## src/rtl/uart_rx_fifo.sv

```systemverilog
//------------------------------------------------------------------------------
// uart_rx_fifo : byte buffer behind the UART receiver, FWFT ready/valid read side
// Revision     : 1.0
//------------------------------------------------------------------------------
`default_nettype none

module uart_rx_fifo #(
  parameter int DEPTH       = 16,
  parameter int AFULL_LEVEL = 12,
  parameter int DROP_ERR    = 0
) (
  input  logic                     clk,
  input  logic                     reset_n,
  input  logic [7:0]               rx_data,
  input  logic                     rx_done,
  input  logic                     rx_error,
  output logic [7:0]               m_data,
  output logic                     m_err,
  output logic                     m_valid,
  input  logic                     m_ready,
  output logic [$clog2(DEPTH):0]   count,
  output logic                     almost_full,
  output logic                     overflow,
  input  logic                     ovf_clear,
  output logic [7:0]               err_drops
);

  localparam int AW = $clog2(DEPTH);
  localparam int CW = AW + 1;
  localparam logic [CW-1:0] FULL_CNT  = CW'(DEPTH);
  localparam logic [CW-1:0] AFULL_CNT = CW'(AFULL_LEVEL);
  localparam logic [AW-1:0] PTR_ONE   = AW'(1);
  localparam logic [CW-1:0] CNT_ONE   = CW'(1);

  logic [8:0]    mem_q [DEPTH];
  logic [AW-1:0] wr_ptr_q, wr_ptr_d;
  logic [AW-1:0] rd_ptr_q, rd_ptr_d;
  logic [CW-1:0] count_q, count_d;
  logic          overflow_q, overflow_d;
  logic [7:0]    err_drops_q, err_drops_d;

  logic       push_req;
  logic       drop;
  logic       pop;
  logic       push_acc;
  logic       reject;
  logic [8:0] head;

  assign push_req = rx_done && !((DROP_ERR != 0) && rx_error);
  assign drop     = rx_done && rx_error && (DROP_ERR != 0);
  assign pop      = (count_q != '0) && m_ready;
  // A full FIFO still accepts when the head leaves in the same cycle.
  assign push_acc = push_req && ((count_q != FULL_CNT) || pop);
  assign reject   = push_req && (count_q == FULL_CNT) && !pop;

  always_comb begin
    wr_ptr_d    = wr_ptr_q;
    rd_ptr_d    = rd_ptr_q;
    count_d     = count_q;
    overflow_d  = overflow_q;
    err_drops_d = err_drops_q;

    if (push_acc) wr_ptr_d = wr_ptr_q + PTR_ONE;
    if (pop)      rd_ptr_d = rd_ptr_q + PTR_ONE;

    if (push_acc && !pop)      count_d = count_q + CNT_ONE;
    else if (!push_acc && pop) count_d = count_q - CNT_ONE;

    if (reject)         overflow_d = 1'b1;
    else if (ovf_clear) overflow_d = 1'b0;

    if (drop && (err_drops_q != 8'hFF)) err_drops_d = err_drops_q + 8'd1;
  end

  always_ff @(posedge clk or negedge reset_n) begin
    if (!reset_n) begin
      wr_ptr_q    <= '0;
      rd_ptr_q    <= '0;
      count_q     <= '0;
      overflow_q  <= 1'b0;
      err_drops_q <= 8'h00;
    end else begin
      wr_ptr_q    <= wr_ptr_d;
      rd_ptr_q    <= rd_ptr_d;
      count_q     <= count_d;
      overflow_q  <= overflow_d;
      err_drops_q <= err_drops_d;
    end
  end

  always_ff @(posedge clk) begin
    if (push_acc) mem_q[wr_ptr_q] <= {rx_error, rx_data};
  end

  // Storage is never reset, so the head is masked while the FIFO is empty.
  assign head        = mem_q[rd_ptr_q];
  assign m_valid     = (count_q != '0);
  assign m_data      = m_valid ? head[7:0] : 8'h00;
  assign m_err       = m_valid ? head[8]   : 1'b0;
  assign count       = count_q;
  assign almost_full = (count_q >= AFULL_CNT);
  assign overflow    = overflow_q;
  assign err_drops   = err_drops_q;

endmodule

`default_nettype wire
```

## config.mk

```make
export PLATFORM = sky130hd
export DESIGN_NAME = uart_rx_fifo
export DESIGN_NICKNAME = d
export VERILOG_FILES = /design/src/rtl/uart_rx_fifo.sv
export SDC_FILE = /design/constraint.sdc
export NUM_CORES = 1
export LEC_CHECK = 0
export CORE_AREA = 2 2 109 111
export DETAILED_ROUTE_END_ITERATION = 8
export DIE_AREA = 0 0 111 113
export PLACE_DENSITY = 0.77
export SYNTH_ARGS = -nofsm -noshare
export SYNTH_HDL_FRONTEND = slang
export SYNTH_SLANG_ARGS = --single-unit
```

## constraint.sdc

```tcl
create_clock -name clk -period 2.76 [get_ports clk]
set_input_delay 0.414 -clock clk [delete_from_list [all_inputs] [get_ports clk]]
set_output_delay 0.414 -clock clk [all_outputs]
set_load 0.01 [all_outputs]
```

==> results of run 1 <==
==> cell families (layout without fill, tap and decap cells) <==
| kind of cell | after synthesis | in the layout | synth area share (%) |
|---|---|---|---|
| flip-flops | 158 | 158 | 71.1 |
| XOR/XNOR | 9 | 9 | 1.20 |
| AND/OR/NAND/NOR | 39 | 39 | 3.01 |
| AO/OA/AOI/OAI | 31 | 31 | 2.76 |
| adder cells (fa/ha/maj) | 10 | 10 | 2.02 |
| multiplexers | 57 | 57 | 16.8 |
| buffers and inverters | 29 | 117 | 3.03 |
| other | 1 | 8 | 0.0571 |
==> final timing paths <==
kind | end | slack, ns | cells past startpoint
max | m_err | 0.03 | 7
max in group asynchronous | rd_ptr_q[1] | 1.85 | 1
min | rd_ptr_q[3] | 0.42 | 1
min reg2reg | count[3] | 0.64 | 2
min in group clk | count[3] | 0.64 | 2
max reg2reg | count[4] | 0.13 | 9
==> metrics by stage <==
stage               setup slack (ns)  cell area (µm²)  util [%]
floorplan                      0.151             6600         -
global placement               0.101             7230      64.2
detailed placement           -0.0527             7230      64.2
CTS                          -0.0298             7850      69.6
global route                 -0.0449             7890      70.0
finish                        0.0274             7890      70.0
==> power by group through the flow <==
stage	clock network (µW)	logic, µW	registers [µW]
finish	2200	3080	3180
global route	2330	3320	3210
CTS	2230	2940	3160
detailed placement	0	2830	3190
global placement	0	2770	3160
floorplan	0	1830	3120
==> per-layer routing <==
layer  wire length, µm  vias up  share of wire [%]  global-route usage (%)
li1                  -     1482                  -                       -
met1              5520     1744                 41                    28.7
met2              6860      162                 50                    36.0
met3               946       28                6.9                    5.30
met4               291        0                2.1                    9.83
met5                 0        -                  0                       0
==> cell usage in the layout (no fill, tap or decap), types with 10 or more instances in the layout <==
cell / netlist / layout
edfxtp_1: 144 / 144
buf_4: 9 / 43
mux4_2: 18 / 31
clkdlybuf4s50_1: 0 / 21
clkbuf_16: 0 / 19
dfrtp_1: 14 / 13
nor2_1: 12 / 12
nand2_1: 11 / 11
mux2i_1: 10 / 10
a21oi_1: 11 / 10
==> layout make-up <==
type / instances / area, µm²
fill: 664 / 3380
multi-input combinational: 154 / 1730
timing repair buffer: 80 / 733
clock buffer: 20 / 437
clock inverter: 12 / 119
sequential: 158 / 4680
inverter: 5 / 18.8
tap: 143 / 179
==> flip-flops by register name, indices dropped and copies added, names as in the netlist <==
signal    flops
wr_ptr_q      4
count         5
overflow      1
mem_q       144
rd_ptr_q      4
==> timing repair <==
action,4_1_cts,5_1_grt
setup endpoints to repair,10,10
pin swaps,1,2
gates resized for setup,30,30
buffers inserted,3,5
cloned,1,2
==> results.md, run 1 <==
Power and ir drop:
- Combinational cells account for 36.4% of the total power.
- The switching power of the nets is 2590 µW.
- In this run, flip-flops and latches consume 37.6% of the power.
- The leakage power is 0.00282 µW.
- The clock network power share is 26.0%.
- The maximum vdd ir drop is 0.523 mV.
- The internal power of the cells is 5880 µW.
- In this run switching power makes up 30.5% of total power.
- Dividing total power by cell area gives a power density of 1070 mW/mm².
- Power comes to 8470 µW.

Cells and area:
- The number of nets in the layout is 440.
- The number of antenna diodes in the final layout is 0.
- The final cell count without fillers is 572.
- In the final layout, the share of cells above drive strength 1 is 31.2%.
- The area growth from synthesis to layout is 20.1%.

Global routing:
- Entering global routing, the biggest net connects 31 pins.
- The number of antenna violations at the first check in global routing is 0.
- The total overflow reported by the global router is 0.
- The aggregate global-route resource usage is 22.1%.
- The via count of the first global-routing pass was 3552.
- The first global-routing pass estimated 20.0 mm of wire.

Setup path:
- The buffers plus inverters on the worst setup path is 3.
- In this run the critical register-to-register path is launched from count[0].
- Walking the worst path, the cells encountered are buf_12 -> buf_4 -> mux4_2 -> mux2_4 -> o21ai_2 -> a21oi_1 -> clkbuf_2.
- For the worst setup path, the data required time is 2.35 ns.
- The first element of the critical path is rd_ptr_q[1].
- For this run, the slowest stage of the critical path takes 0.49 ns.
- STA classifies the critical path endpoint as an output pin.
- The cell with the biggest individual delay on the critical path is mux4_2.
- The data arrival time of the worst path is 2.32 ns.
- The cell family contributing the most delay on the critical path is multiplexers.
- The maximum fanout count along the critical path is 6.
- The critical setup path kind is flip-flop to output pin.
- The kind of start point of the critical path is a flip-flop.

Route:
- For this block, the routed nets add up to 13.6 mm of wire.
- The number of DRC violations after detailed-routing iteration 0 is 348.
- The total DRC errors in the routed layout is 0.
- The via total after detailed routing is 3416.
- Dividing the detail-routed via count by the number of cells gives 5.97.
- The count of nets left with antenna violations once routing finished came out at 0.
- In the final routed layout, each cell accounts on average for 23.8 µm.
- The first detailed-routing pass took 5 iterations.

Yosys:
- Counting flops with a built-in enable in the synthesized netlist gives 144.
- Among all cell types in the netlist, the one instantiated most often is edfxtp_1.
- The count of distinct cell types in the synthesized netlist is 38.
- The number of register bits inferred by synthesis is 158.
- The commonest cells after synthesis are edfxtp_1, mux4_1, mux4_2, dfrtp_1.
- The area of the mapped netlist is 0.00657 mm².
- The largest total area in the synthesized netlist belongs to edfxtp_1.
- The mean instance size in the synthesized netlist is 19.7 µm².
- The fraction of registers with async set or reset after synthesis is 8.86%.
- Among all flip-flop cells after synthesis, the most frequent one is edfxtp_1.
- The count of synthesis-stage warnings from yosys is 0.
- After technology mapping, the gate count stands at 334.
- The post-synthesis sequential area ratio is 71.1%.
- In the post-synthesis netlist, the biggest area contributors are edfxtp_1, mux4_1, mux4_2, dfrtp_1, ha_1.
- The share of synthesized area in the top cell type comes to 65.8%.

Clock tree:
- The root cell of the clock tree is clkbuf_16.
- CTS saw 158 sinks.
- Hold repair after CTS inserted 0 buffers.
- Clock-pin slew was measured on the worst setup and hold paths at 0.06 ns.
- In this run the deepest clock path goes through 2 buffers.
- The clock tree from TritonCTS is built.
- The later pin in the worst-skew pair is clocked with a latency of 0.42 ns.
- In this run the number of H-tree levels came out at 4.
- The number of buffers added by the clock tree synthesis step is 17.

Floorplan:
- Once the floorplan was initialized, standard cells occupied 58.3% of the core.
- The vertical extent of the die is 113 µm.
- The die covers 0.0125 mm².
- The width of the die is 111 µm.
- The number of top-level pins is 39.
- The area of the core is 0.0113 mm².
- The floorplan row count is 39.

Placed design:
- The port buffer count is 30.
- The global placer's final weighted congestion is 0.844.
- Counting tap cells, the placed design contains a total of 530 instances.
- The HPWL after detailed placement is 7.84 mm.

Timing:
- Counting I/O delays and the setup requirement, the final critical path takes 2.73 ns.
- Setup repair after global routing could not meet its margin everywhere.
- The ratio of final minimum period to clock period is 99.0%.
- The maximum clock frequency is 366 MHz.
- The final setup violation count is 0.
- The tightest slew margin relative to the limit is 53.0%.
- Across all hold checks on the routed design, the worst slack comes to 0.424 ns.
- The worst clock skew on the final layout is 0.00795 ns.
- The worst-margin pin slew is 0.702 ns.
- The number of slew-limit violations in the final report is 0.
- Adding up every negative setup slack in the final design gives 0 ns.
- The final hold violation count is 0.

Run status:
- The run finished with clean final reports.

Flow run:
- Across the run, the number of max-cap violations was 0.

Hold path:
- The worst hold-check path type is input port to async pin.
Power figures use the tool's default switching activity.
==> inputs of run 2 (changes only) <==
TNS_END_PERCENT = 10   (was unset)
==> results.md, run 2 (synthesis gave the netlist of run 1 again) <==
Run status:
- The flow ran to the end, and the final reports show no timing, DRC or antenna violations.

Clock tree:
- The clock network latency to the later pin of the worst-skew pair is 0.42 ns.
- Buffers inserted to repair hold after CTS numbered 0.
- The clock tree from TritonCTS is built.
- CTS placed an instance of clkbuf_16 at the clock tree root.
- The clock passes through at most 2 buffers.
- TritonCTS created 17 clock buffers.
- The clock slew at the register clock pins of the worst setup and hold paths is 0.06 ns.
- The clock drives 158 sinks.
- In this run the number of H-tree levels came out at 4.

Placed design:
- The congestion estimate from routability-driven global placement came to 0.844.
- The placed standard-cell area is 0.00723 mm².
- Summed over all nets, the half-perimeter wirelength after detailed placement is 7.84 mm.
- The port buffer count is 30.

Route:
- The number of DRC violations after detailed-routing iteration 0 is 410.
- After detailed routing, the average wire length per cell comes to 23.7 µm.
- The detailed-route wire length is 13.5 mm.
- The number of nets with antenna violations after routing is 0.
- The detailed-router iteration count before antenna repair is 4.
- The number of vias per cell after detailed routing is 5.93.
- The total DRC errors in the routed layout is 0.
- The via total after detailed routing is 3366.

Floorplan:
- The initial standard-cell utilization of the core is 58.3%.
- In this run the horizontal extent of the chip is 111 µm.
- The total area inside the core boundary comes to 0.0113 mm².
- The floorplan row count is 39.
- The number of top-level pins is 39.
- The vertical extent of the die is 113 µm.
- The overall die area is 0.0125 mm².

Timing:
- Setup violations remaining at the end of the flow were counted as 0.
- For the finished layout, the period the worst path requires is 2.72 ns.
- In this run the tightest slew margin relative to its limit is 54.1%.
- The final hold violation count is 0.
- After layout, the worst path uses 98.6% of the clock period.
- For this run, the top clock speed supported by timing is 368 MHz.
- The number of slew-limit violations in the final report came to 0.
- On the final layout, the worst clock skew is 0.00407 ns.
- Hold timing on the final database bottoms out at a slack of 0.417 ns.
- At the pin with the least slew margin, the transition time is 0.687 ns.

Setup path:
- The worst setup path is captured at an output pin.
- The highest cell delay on the worst timing path is 0.57 ns.
- STA classifies the critical path startpoint as a flip-flop.
- Walking the worst path, the cells encountered are buf_12 -> mux4_1 -> mux2_4 -> o21ai_2 -> a21oi_1 -> buf_2.
- The critical path in this run is classified as flip-flop to output pin.
- Broken down by cell family, the worst path's largest delay share belongs to multiplexers.
- For the worst setup path, the data required time is 2.35 ns.
- The data arrival time of the worst path is 2.31 ns.
- Along the worst path, the maximum fanout reaches 6.
- The buffers plus inverters on the worst setup path is 2.
- The cell with the biggest individual delay on the critical path is mux4_1.

Cells and area:
- The register bank with the most flops is mem_q.
- The area growth from synthesis to layout is 19.4%.
- Measured on the finished design, the core utilization comes to 69.6%.
- The count of inserted antenna diode cells is 0.
- The share of post-route cells with drive strength above 1 is 30.4%.
- The finished cells cover 0.00785 mm².
- The number of flip-flops in the largest register is 144.
- The number of fill cells is 666.
- The library cell used most frequently in the layout, excluding fill and tap cells, is edfxtp_1.
- The library cells used most frequently in the layout, excluding fill and tap cells, are edfxtp_1, buf_4, mux4_2, clkdlybuf4s50_1, clkbuf_16.
- The net count of the finished layout is 436.

Global routing:
- The total overflow left after global routing is 0.
- The number of antenna violations at the first check in global routing was 0.
- For this run, the total global-route usage over all layers was measured as 22.0%.
- The first global-routing pass estimated 20.0 mm of wire.
- The pin count of the biggest net entering global routing is 31.
- The via count of the first global-routing pass is 3527.

Power and ir drop:
- The part of the power in combinational logic is 35.9%.
- Net switching is 30.7% of the power.
- The internal power of the cells is 5810 µW.
- The share of total power dissipated in sequential elements is 37.9%.
- The ratio of total power to cell area is 1070 mW/mm².
- The analysis attributes to cell leakage a power of 0.00279 µW.
- Summed over all nets, the switching power comes to 2570 µW.
- The maximum vdd ir drop is 0.587 mV.
- The clock network burns 26.2% of the power.

Hold path:
- In this run the worst hold path is classified as input port to async pin.

Flow run:
- Max-cap violations in this run came to 0.
[run 2: cell types whose count changed in the layout (fill, tap and decap cells not counted)]
cell,before,now
mux4_1,5,7
buf_4,43,40
mux4_2,31,29
buf_16,0,1
clkbuf_16,19,18
clkbuf_2,4,6
clkdlybuf4s15_1,1,0
mux2_2,2,4
buf_2,4,3
mux2_4,7,5
buf_12,5,4
[run 2: worst register-to-register path: cells and delay by family (launching register included)]
| family | cells | cell delay (ns) |
|---|---|---|
| and+or+nand+nor | 3 | 0.62 |
| DFF | 1 | 0.41 |
| adders and majority gates | 2 | 0.63 |
| AOI/OAI and AO/OA | 3 | 0.68 |
| buffers and inverters | 1 | 0.13 |
[run 2: final timing paths]
path                       cells after the start  slack, ns         from          end
max reg2reg                                    9       0.14     count[0]     count[4]
min in group clk                               2       0.64     count[3]     count[3]
min reg2reg                                    2       0.64     count[3]     count[3]
max in group asynchronous                      1       1.87      reset_n  rd_ptr_q[1]
min                                            1       0.42      reset_n     overflow
max                                            6       0.04  rd_ptr_q[1]    m_data[4]
[run 2: timing repair]
action	CTS	global route
gates cloned	1	1
endpoints found under the setup margin	10	10
setup buffers	3	1
pin swaps	1	1
resized for setup	25	31
[run 2: final cells by class]
class,count,area (µm²),area share (%)
clock inverter,12,119,1.51
inverter,5,18.8,0.239
tap,143,179,2.28
sequential,158,4680,59.6
multi-input combinational,154,1730,22.0
timing repair buffer,76,688,8.77
clock buffer,20,437,5.57
[run 2: metrics by stage]
stage | worst slack (ns) | power, µW | instances | TNS, ns
6_report | 0.0393 | 8380 | 568 | 0
5_1_grt | -0.00557 | 8760 | 568 | -0.00801
4_1_cts | -0.0588 | 8290 | 566 | -0.120
3_5_place_dp | -0.0527 | 6020 | 530 | -0.0527
3_3_place_gp | 0.101 | 5930 | 530 | 0
2_1_floorplan | 0.151 | 4950 | 341 | 0
[run 2: per-layer routing]
layer / part of all wire (%) / GRT usage [%] / vias to the layer above
met5: 0 / 0 / -
met4: 2.5 / 8.83 / 0
met3: 7.0 / 5.73 / 28
met2: 51 / 36.0 / 161
met1: 39 / 28.8 / 1695
li1: - / - / 1482
[run 2: power groups by stage]
stage          Sequential, µW  Combinational, µW  Clock (µW)
2_1_floorplan            3120               1830           0
5_1_grt                  3210               3240        2320
3_3_place_gp             3160               2770           0
3_5_place_dp             3190               2830           0
4_1_cts                  3160               2910        2230
6_report                 3180               3010        2190
